===== config.mk =====
export PLATFORM = sky130hd
export DESIGN_NAME = te_state_buffer_arbiter_flat
export DESIGN_NICKNAME = d
export VERILOG_FILES = /design/src/rtl/te_state_buffer_arbiter_if.sv /design/src/rtl/te_state_buffer_arbiter.sv /design/src/flat_wrapper.sv
export SDC_FILE = /design/constraint.sdc
export NUM_CORES = 1
export LEC_CHECK = 0
export CAP_MARGIN = 0
export CORE_AREA = 2 2 91 93
export DETAILED_ROUTE_END_ITERATION = 10
export DIE_AREA = 0 0 93 95
export PLACE_DENSITY = 0.72
export RECOVER_POWER = 25
export SKIP_LAST_GASP = 1
export SLEW_MARGIN = 15
export SYNTH_ARGS = -nofsm -noshare
export SYNTH_HDL_FRONTEND = slang
export SYNTH_SLANG_ARGS = --single-unit

===== constraint.sdc =====
create_clock -name clk -period 1.4 [get_ports clk]
set_clock_uncertainty 0.15 [all_clocks]
set_input_delay 0.35 -clock clk [delete_from_list [all_inputs] [get_ports clk]]
set_output_delay 0.35 -clock clk [all_outputs]
set_load 0.02 [all_outputs]

===== src/rtl/te_state_buffer_arbiter_if.sv =====
// rtl/te_state_buffer_arbiter_if.sv - TE and host request/return signal bundle for the state buffer arbiter
interface te_state_buffer_arbiter_if #(
  parameter int ADDR_WIDTH = 10,
  parameter int DATA_WIDTH = 32
);
  logic                  te_req;
  logic                  te_wr;
  logic [ADDR_WIDTH-1:0] te_addr;
  logic [DATA_WIDTH-1:0] te_wdata;
  logic                  te_gnt;
  logic                  te_rvalid;
  logic [DATA_WIDTH-1:0] te_rdata;

  logic                  host_req;
  logic                  host_wr;
  logic [ADDR_WIDTH-1:0] host_addr;
  logic [DATA_WIDTH-1:0] host_wdata;
  logic                  host_ready;
  logic                  host_rvalid;
  logic [DATA_WIDTH-1:0] host_rdata;

  modport master (
    output te_req, te_wr, te_addr, te_wdata,
    input  te_gnt, te_rvalid, te_rdata,
    output host_req, host_wr, host_addr, host_wdata,
    input  host_ready, host_rvalid, host_rdata
  );

  modport slave (
    input  te_req, te_wr, te_addr, te_wdata,
    output te_gnt, te_rvalid, te_rdata,
    input  host_req, host_wr, host_addr, host_wdata,
    output host_ready, host_rvalid, host_rdata
  );
endinterface


===== src/rtl/te_state_buffer_arbiter.sv =====
// rtl/te_state_buffer_arbiter.sv - TE-priority arbiter for the 1024x32 TE state buffer; host starvation guard under TE_STATE_ARB_STARVE_GUARD_EN
module te_state_buffer_arbiter #(
  parameter int ADDR_WIDTH   = 10,
  parameter int DATA_WIDTH   = 32,
  parameter int STARVE_LIMIT = 8
) (
  input  logic                  clk,
  input  logic                  rst,
  te_state_buffer_arbiter_if.slave bus,
  output logic                  ram_en,
  output logic                  ram_we,
  output logic [ADDR_WIDTH-1:0] ram_addr,
  output logic [DATA_WIDTH-1:0] ram_wdata,
  input  logic [DATA_WIDTH-1:0] ram_rdata
);

  logic host_prio;
  logic host_sel;
  logic te_sel;
  logic te_rd_q;
  logic host_rd_q;

  always_comb begin
    host_sel  = bus.host_req && (!bus.te_req || host_prio);
    te_sel    = bus.te_req && !host_sel;
    ram_en    = te_sel || host_sel;
    ram_we    = 1'b0;
    ram_addr  = bus.te_addr;
    ram_wdata = bus.te_wdata;
    if (host_sel) begin
      ram_we    = bus.host_wr;
      ram_addr  = bus.host_addr;
      ram_wdata = bus.host_wdata;
    end else if (te_sel) begin
      ram_we    = bus.te_wr;
    end
  end

  assign bus.te_gnt     = te_sel;
  assign bus.host_ready = host_sel;

`ifdef TE_STATE_ARB_STARVE_GUARD_EN
  localparam int CNT_W = $clog2(STARVE_LIMIT + 1);

  logic [CNT_W-1:0] starve_cnt;
  logic [CNT_W-1:0] starve_cnt_nxt;

  // Prio is raised on the same edge the count saturates, so the host wins the very next cycle.
  always_comb begin
    starve_cnt_nxt = starve_cnt;
    if (host_sel) begin
      starve_cnt_nxt = '0;
    end else if (bus.host_req && te_sel && (starve_cnt != CNT_W'(STARVE_LIMIT))) begin
      starve_cnt_nxt = starve_cnt + 1'b1;
    end
  end

  always_ff @(posedge clk) begin
    if (rst) begin
      starve_cnt <= '0;
      host_prio  <= 1'b0;
    end else begin
      starve_cnt <= starve_cnt_nxt;
      host_prio  <= (starve_cnt_nxt == CNT_W'(STARVE_LIMIT));
    end
  end
`else
  logic unused_starve_limit;

  // Without the guard the limit has no effect and TE priority is absolute.
  assign unused_starve_limit = ^STARVE_LIMIT;
  assign host_prio           = 1'b0;
`endif

  always_ff @(posedge clk) begin
    if (rst) begin
      te_rd_q   <= 1'b0;
      host_rd_q <= 1'b0;
    end else begin
      te_rd_q   <= te_sel && !bus.te_wr;
      host_rd_q <= host_sel && !bus.host_wr;
    end
  end

  assign bus.te_rvalid   = te_rd_q;
  assign bus.host_rvalid = host_rd_q;
  assign bus.te_rdata    = te_rd_q   ? ram_rdata : '0;
  assign bus.host_rdata  = host_rd_q ? ram_rdata : '0;

endmodule

===== src/flat_wrapper.sv =====
// flat-port wrapper written by rule: the top's interface ports become plain ports
module te_state_buffer_arbiter_flat 
#(
  parameter int ADDR_WIDTH   = 10,
  parameter int DATA_WIDTH   = 32,
  parameter int STARVE_LIMIT = 8
)
  (clk, rst, ram_en, ram_we, ram_addr, ram_wdata, ram_rdata, bus_te_req, bus_te_wr, bus_te_addr, bus_te_wdata, bus_te_gnt, bus_te_rvalid, bus_te_rdata, bus_host_req, bus_host_wr, bus_host_addr, bus_host_wdata, bus_host_ready, bus_host_rvalid, bus_host_rdata);
  te_state_buffer_arbiter_if #(.ADDR_WIDTH(ADDR_WIDTH), .DATA_WIDTH(DATA_WIDTH)) bus_i ();
  input  logic clk;
  input  logic rst;
  output logic ram_en;
  output logic ram_we;
  output logic [ADDR_WIDTH-1:0] ram_addr;
  output logic [DATA_WIDTH-1:0] ram_wdata;
  input  logic [DATA_WIDTH-1:0] ram_rdata;
  input wire logic [$bits(bus_i.te_req)-1:0] bus_te_req;
  input wire logic [$bits(bus_i.te_wr)-1:0] bus_te_wr;
  input wire logic [$bits(bus_i.te_addr)-1:0] bus_te_addr;
  input wire logic [$bits(bus_i.te_wdata)-1:0] bus_te_wdata;
  output wire logic [$bits(bus_i.te_gnt)-1:0] bus_te_gnt;
  output wire logic [$bits(bus_i.te_rvalid)-1:0] bus_te_rvalid;
  output wire logic [$bits(bus_i.te_rdata)-1:0] bus_te_rdata;
  input wire logic [$bits(bus_i.host_req)-1:0] bus_host_req;
  input wire logic [$bits(bus_i.host_wr)-1:0] bus_host_wr;
  input wire logic [$bits(bus_i.host_addr)-1:0] bus_host_addr;
  input wire logic [$bits(bus_i.host_wdata)-1:0] bus_host_wdata;
  output wire logic [$bits(bus_i.host_ready)-1:0] bus_host_ready;
  output wire logic [$bits(bus_i.host_rvalid)-1:0] bus_host_rvalid;
  output wire logic [$bits(bus_i.host_rdata)-1:0] bus_host_rdata;
  assign bus_i.te_req = bus_te_req;
  assign bus_i.te_wr = bus_te_wr;
  assign bus_i.te_addr = bus_te_addr;
  assign bus_i.te_wdata = bus_te_wdata;
  assign bus_te_gnt = bus_i.te_gnt;
  assign bus_te_rvalid = bus_i.te_rvalid;
  assign bus_te_rdata = bus_i.te_rdata;
  assign bus_i.host_req = bus_host_req;
  assign bus_i.host_wr = bus_host_wr;
  assign bus_i.host_addr = bus_host_addr;
  assign bus_i.host_wdata = bus_host_wdata;
  assign bus_host_ready = bus_i.host_ready;
  assign bus_host_rvalid = bus_i.host_rvalid;
  assign bus_host_rdata = bus_i.host_rdata;
  te_state_buffer_arbiter #(.ADDR_WIDTH(ADDR_WIDTH), .DATA_WIDTH(DATA_WIDTH), .STARVE_LIMIT(STARVE_LIMIT)) u_core (.clk(clk), .rst(rst), .bus(bus_i), .ram_en(ram_en), .ram_we(ram_we), .ram_addr(ram_addr), .ram_wdata(ram_wdata), .ram_rdata(ram_rdata));
endmodule

Word level (Yosys, flattened, before mapping)
Index checks and enable logic that the tools add are counted.
{ "totals": {"regBits": 2, "output_inout_bits": 112} }
{ "classes": {"muxes": 6, "reduce_logical": 9} }
{ "op_table": {"columns": ["op", "count"], "rows": [
  ["32-bit 2-to-1 mux", 3],
  ["10-bit 2-to-1 mux", 1],
  ["1-bit logical AND", 4],
  ["1-bit logical NOT", 4],
  ["1-bit 2-to-1 mux", 2],
  ["1-bit logical OR", 1]
]} }

Logic depth before layout (Yosys ltp)
Gate-level depths: netlist (run 1).
{ "logic_depth": {"depth_word": 6, "ltp_mapped": 4, "mapped_depth_nobuf": 2} }

Worst setup path before layout (run 1)
OpenSTA, ideal clock, no wires.
{ "synth_path": {"path_kind": "in2out", "start": "input bus_te_req", "end": "output ram_addr[0]", "arrival_time_ns": 1.086, "path_slack_ns": -0.186, "path_stages": 4, "path_buffers": 2, "path_cell_list": "nand2b_4 buf_6 buf_12 mux2_4"} }
{ "synth_between": {"elab_chain_len": 3} }
{ "synth_rtl": {"columns": ["element", "line_no", "rtl"], "rows": [
  ["start, declared", "flat_wrapper.sv:17", "input wire logic [$bits(bus_i.te_req)-1:0] bus_te_req;"],
  ["1-bit logical NOT", "te_state_buffer_arbiter.sv:24", "host_sel = bus.host_req && (!bus.te_req || host_prio);"],
  ["1-bit logical AND", "te_state_buffer_arbiter.sv:24", null],
  ["10-bit 2-to-1 mux", "te_state_buffer_arbiter.sv:30", "if (host_sel) begin"],
  ["end, declared", "flat_wrapper.sv:14", "output logic [ADDR_WIDTH-1:0] ram_addr;"]
]} }
No other way between the ends.

Worst setup path in the final report (run 1)
{ "layout_path": {"start": "input bus_te_req", "end": "output ram_addr[4]"} }
Same word-level chain as after synthesis.

==> metrics.txt, run 1 <==
endpoints failing hold=0; WP data required=roughly 0.90 ns; post-synthesis register bit count=2; Initial Util=0.155; Via density=about 4.0; Hold WC Path Type=input port to register; Detailed Route Iter0 Violations=10; sequential area share after synthesis=0.0326; CP Launch Type=input port; CTS buffer count=3; Worst VDD drop=between 200 and 300 uV; antenna viol nets, final=0; Post-Syn Area=0.00123 mm^2; post-synth top area share=0.464; final worst path period need=around 2 ns; met1 Resource Use GR=0.154; Tightest Pin Transition=0.230 ns; GRT overflow=0; WP data arrival=1.46 ns; Syn Inst Count=128; RSZ-0062 raised after global routing=true; outcome=finished, violations left; share of layout cells above drive strength 1=0.707; Root Buffer Master=clkbuf_8; LEAKAGE=2.38 nW; die area=0.00884 mm^2; commonest non-fill, non-tap cell in the layout=buf_6; total inserted antenna cells=0; Synth Warn #=0; busiest grt layer=met2; total power=1.65 mW; Detail Placement HPWL=5270 um; Initial DRT Pass Iterations=3; failing checks=negative setup slack; # port buffers=233; Worst setup EP type=primary output; initial antenna violation count=0; layout net count=540; critical path capture point=ram_addr[4]; pwr/cell area=348 mW/mm^2; CTS tree=yes; Die Ht=95 um; clock slew at reported path FFs=0.03 ns; Crit. Startpoint=bus_te_req; Vias=2068; Final TNS setup=-32.56 ns; Netlist cell types=15; CP Max Fanout=7; DRC=0; final hold slack=0.194 ns; Crit Path Category=input port to primary output; Bufs on Longest Clock Path=2; Post-Route WL=around 8000 um; Ports=roughly 230; met2 usage=0.328; Synthesized Nets=250; Routability Congestion=between 0.7 and 0.8; Die Wd=between 90 and 100 um; final setup fails=111; final setup margin=-0.558 ns; count of pins over their slew limit=0; Register Area=47.5 um^2; std cell rows=33; Multi-input gate area=0.00126 mm^2; core area=0.00793 mm^2; Tot GR Track Use=0.158; Synth Area per Inst=9.60 um^2; slew margin rel.=0.847; clk sink count=2; most frequent cells in the layout=buf_6, clkdlybuf4s50_1, and2_4; FILL cells=roughly 630; largest net degree at the start of global routing=9; wire per inst=~15 um; # H-tree levels=1; period utilization=1.40; Max Freq=511 MHz; max_cap viols=0; first-pass GRT wire length=between 10000 and 15000 um; worst slack at placement=-1.19 ns; placed standard-cell area=about 0.0037 mm^2; Hold Buf Count CTS=0; top cell type by total area after synthesis=mux2_4; Area Overhead vs Synth=287%; via count of the first global-routing pass=2124; M3 GR Usage=0.0463; post-route cell area=0.00475 mm^2; Area contributors post-synth=mux2_4, and2_1, buf_12, mux2_2, dfxtp_1
[routing by layer]
layer,vias to the layer above,part of all wire,wire length (um)
met5,-,0,0
met4,0,0.011,91
met3,8,0.091,727
met2,136,0.56,4480
met1,922,0.34,2690
li1,1002,-,-
[cells in the mapped netlist]
library cell / number
and2_1: 64
mux2_4: 38
clkbuf_1: 6
buf_12: 4
mux2_2: 4
dfxtp_1: 2
nand2_1: 2
buf_6: 1
dlygate4sd3_1: 1
inv_1: 1
nand2b_4: 1
nor3_1: 1
nor3b_1: 1
o21ai_0: 1
or2_2: 1
[flip-flops by register name, summed over array words and instances (netlist names)]
register                cells
u_core.bus.te_rvalid        1
u_core.bus.host_rvalid      1
[per-stage QoR]
step                cells  utilization
finish                521        0.599
global route          521        0.599
CTS                   512        0.558
detailed placement    461        0.464
global placement      461        0.464
floorplan             128            -
[how the worst min path moves through the flow]
stage                     start                      to  slack, ns  depth (start not counted)
global placement      bus_te_wr    u_core.bus.te_rvalid       0.78                          2
CTS                 bus_host_wr  u_core.bus.host_rvalid       0.28                          2
finish              bus_host_wr  u_core.bus.host_rvalid       0.19                          2
detailed placement    bus_te_wr    u_core.bus.te_rvalid       0.78                          2
global route        bus_host_wr  u_core.bus.host_rvalid       0.20                          2
floorplan             bus_te_wr    u_core.bus.te_rvalid       0.27                          1
[kinds of logic (layout without fill, tap and decap cells)]
| group | after synthesis | in the layout | share of synthesized area |
|---|---|---|---|
| DFF | 2 | 2 | 0.0326 |
| buffers and inverters | 13 | 301 | 0.104 |
| AOI/OAI and AO/OA | 1 | 1 | 0.00407 |
| muxes | 42 | 42 | 0.501 |
| and+or+nand+nor | 70 | 70 | 0.358 |
[final cells by class]
class | instances | share of cell area
flip-flops and latches | 2 | 0.0100
multi-input cells | 113 | 0.265
well taps | 105 | 0.0277
clock buffers | 3 | 0.00869
repair buffers | 297 | 0.688
inverters | 1 | 0.00132
[critical path, cell delays in order]
cell	delay [ns]
buf_6	0.09
nand2b_4	0.19
buf_12	0.15
buf_16	0.13
buf_6	0.12
mux2_4	0.29
buf_6	0.13
[power breakdown]
part,leakage (nW),switching [mW],internal (mW),total [mW]
registers,0.0178,0.00283,0.0571,0.0599
clock network,0.0216,0.0424,0.182,0.224
logic,2.34,0.487,0.881,1.37
[repair_timing]
item,in CTS,in global routing
pin swaps,21,9
gates cloned,7,0
gates resized for setup,741,119
setup endpoints to repair,112,111
setup buffers,41,17
No activity file was read; power rests on OpenSTA's default activity.
==> run 2: changes to the inputs <==
--- a/config.mk
+++ b/config.mk
@@ -6,10 +6,11 @@
 export NUM_CORES = 1
 export LEC_CHECK = 0
 export CAP_MARGIN = 0
-export CORE_AREA = 2 2 91 93
+export CORE_AREA = 2 2 92 94
 export DETAILED_ROUTE_END_ITERATION = 10
-export DIE_AREA = 0 0 93 95
-export PLACE_DENSITY = 0.72
+export DIE_AREA = 0 0 94 96
+export DONT_BUFFER_PORTS = 1
+export PLACE_DENSITY = 0.32
 export RECOVER_POWER = 25
 export SKIP_LAST_GASP = 1
 export SLEW_MARGIN = 15
==> metrics.txt, run 2 (synthesis results as in run 1) <==
commonest non-fill, non-tap cell in the layout=and2_4; final worst path period need=1.60 ns (-0.357 ns); period utilization=1.14 (-0.255); Max Freq=625 MHz (+22%); critical path's slowest cell=mux2_4; share of layout cells above drive strength 1=0.956 (+0.249); initial antenna violation count=1 (+1); layout net count=261 (-52%); Detailed Route Iter0 Violations=15 (+5); # port buffers=0 (-100%); Detail Placement HPWL=4970 um (-5.6%); CP Max Fanout=14 (+7); WP data required=0.90 ns (about the same); worst path bufs/invs=1 (-4); Hold WC Path Type=input port to register; Die Ht=96 um (+1.1%); WP data arrival=1.10 ns (-0.36 ns); largest net degree at the start of global routing=15 (+6); Top Family by Delay on Critical Path=multiplexers; Tightest Pin Transition=0.186 ns (-0.0438 ns); Die Wd=94 um (+1.1%); LEAKAGE=0.864 nW (-64%); CTS buffer count=3 (unchanged); wire per inst=25.4 um (+66%); clk sink count=2 (unchanged); core area=0.00805 mm^2 (+1.6%); clock share of power=0.253 (+0.117); RSZ-0062 raised after global routing=true; GRT overflow=0 (unchanged); Sw Pwr=361 uW (-32%); cell breakdown of the critical path=nand2b_4 > buf_16 > mux2_4; Worst setup EP type=primary output; most frequent cells in the layout=and2_4, mux2_4, buf_12; Root Buffer Master=clkbuf_8; Pint=507 uW (-55%); slew margin rel.=0.876 (+0.0285); Seq pwr share=0.072 (+0.036); final setup margin=-0.201 ns (+0.357 ns); endpoints failing hold=0 (unchanged); final setup fails=94 (-15%); outcome=finished, violations left; via count of the first global-routing pass=1208 (-43%); Final TNS setup=-9.78 ns (+22.78 ns); Crit Path Category=input port to primary output; Bufs on Longest Clock Path=2 (unchanged); CTS tree=yes; std cell rows=33 (unchanged); Routability Congestion=0.759 (+7.9%); antenna viol nets, final=0 (unchanged); count of pins over their slew limit=0 (unchanged); # H-tree levels=1 (unchanged); Switching Share=0.416 (+0.0935); Area Overhead vs Synth=42.7%; clock slew at reported path FFs=0.03 ns (about the same); Post-Route WL=6180 um (-23%); Vias=1068 (-48%); Initial DRT Pass Iterations=4 (+1); share of total power in combinational logic=0.675 (-0.153); final core utilization=0.218 (-0.382); Worst VDD drop=188 uV (-36%); first-pass GRT wire length=7890 um (-27%); die area=0.00902 mm^2 (+2.1%); pwr/cell area=495 mW/mm^2 (+42%); Slowest Stage Delay on Critical Path=0.35 ns (+0.06 ns); failing checks=negative setup slack; Tot GR Track Use=0.121 (-0.0370); CP Launch Type=input port; Ports=234 (unchanged); Initial Util=0.153 (-0.00238); Hold Buf Count CTS=0 (unchanged); Via density=4.40 (+11%); DRC=0 (unchanged); max_cap viols=0 (unchanged)
run 2: cell count changes in the layout (fill, tap and decap cells not counted), moves of 2 or more:
cell             previous run  this run
clkdlybuf4s50_1            84         0
dlygate4sd2_1              33         0
buf_8                       8         1
buf_6                     154         4
buf_16                      4         2
buf_4                       6         4
nand2_1                     0         2
run 2: layout make-up:
cell class                 count  area [um^2]
antenna                        1         2.50
clock buffer                   3         41.3
fill                         884         6300
inverter                       1         3.75
multi-input combinational    113         1240
sequential                     2         47.5
tap                          105          131
timing repair buffer          18          290
run 2: metrics by stage:
step / cell area [um^2] / std cells / setup WS (ns) / hold slack, ns / total power, mW
CTS: 1880 / 246 / -0.210 / 0.0537 / 0.919
global placement: 1340 / 227 / -0.216 / 0.274 / 0.562
floorplan: 1230 / 128 / -0.186 / 0.268 / 0.518
global route: 1750 / 243 / -0.213 / 0.0515 / 0.911
detailed placement: 1340 / 227 / -0.230 / 0.273 / 0.565
finish: 1750 / 243 / -0.201 / 0.0609 / 0.867
run 2: layer usage:
layer / share of wire / global-route usage / vias up
met2: 0.56 / 0.239 / 135
met3: 0.094 / 0.0360 / 4
met4: 0.0086 / 0.0374 / 0
met1: 0.33 / 0.121 / 490
li1: - / - / 439
met5: 0 / 0 / -
run 2: power groups by stage:
stage	combinational, mW	sequential, mW	clock [mW]
finish	0.585	0.0623	0.220
global route	0.608	0.0628	0.240
CTS	0.625	0.0623	0.232
floorplan	0.453	0.0648	0
global placement	0.500	0.0620	0
detailed placement	0.503	0.0620	0
run 2: worst paths after layout:
| kind | endpoint | start | slack (ns) | cells after the start |
|---|---|---|---|---|
| setup / recovery | ram_wdata[28] | bus_te_req | -0.20 | 3 |
| hold / removal | u_core.bus.te_rvalid | bus_te_wr | 0.06 | 1 |
run 2: timing repair:
action	in CTS	in global routing
cloned	8	1
setup buffers	8	1
setup endpoints to repair	107	107
resized for setup	144	2
pin swaps	23	18
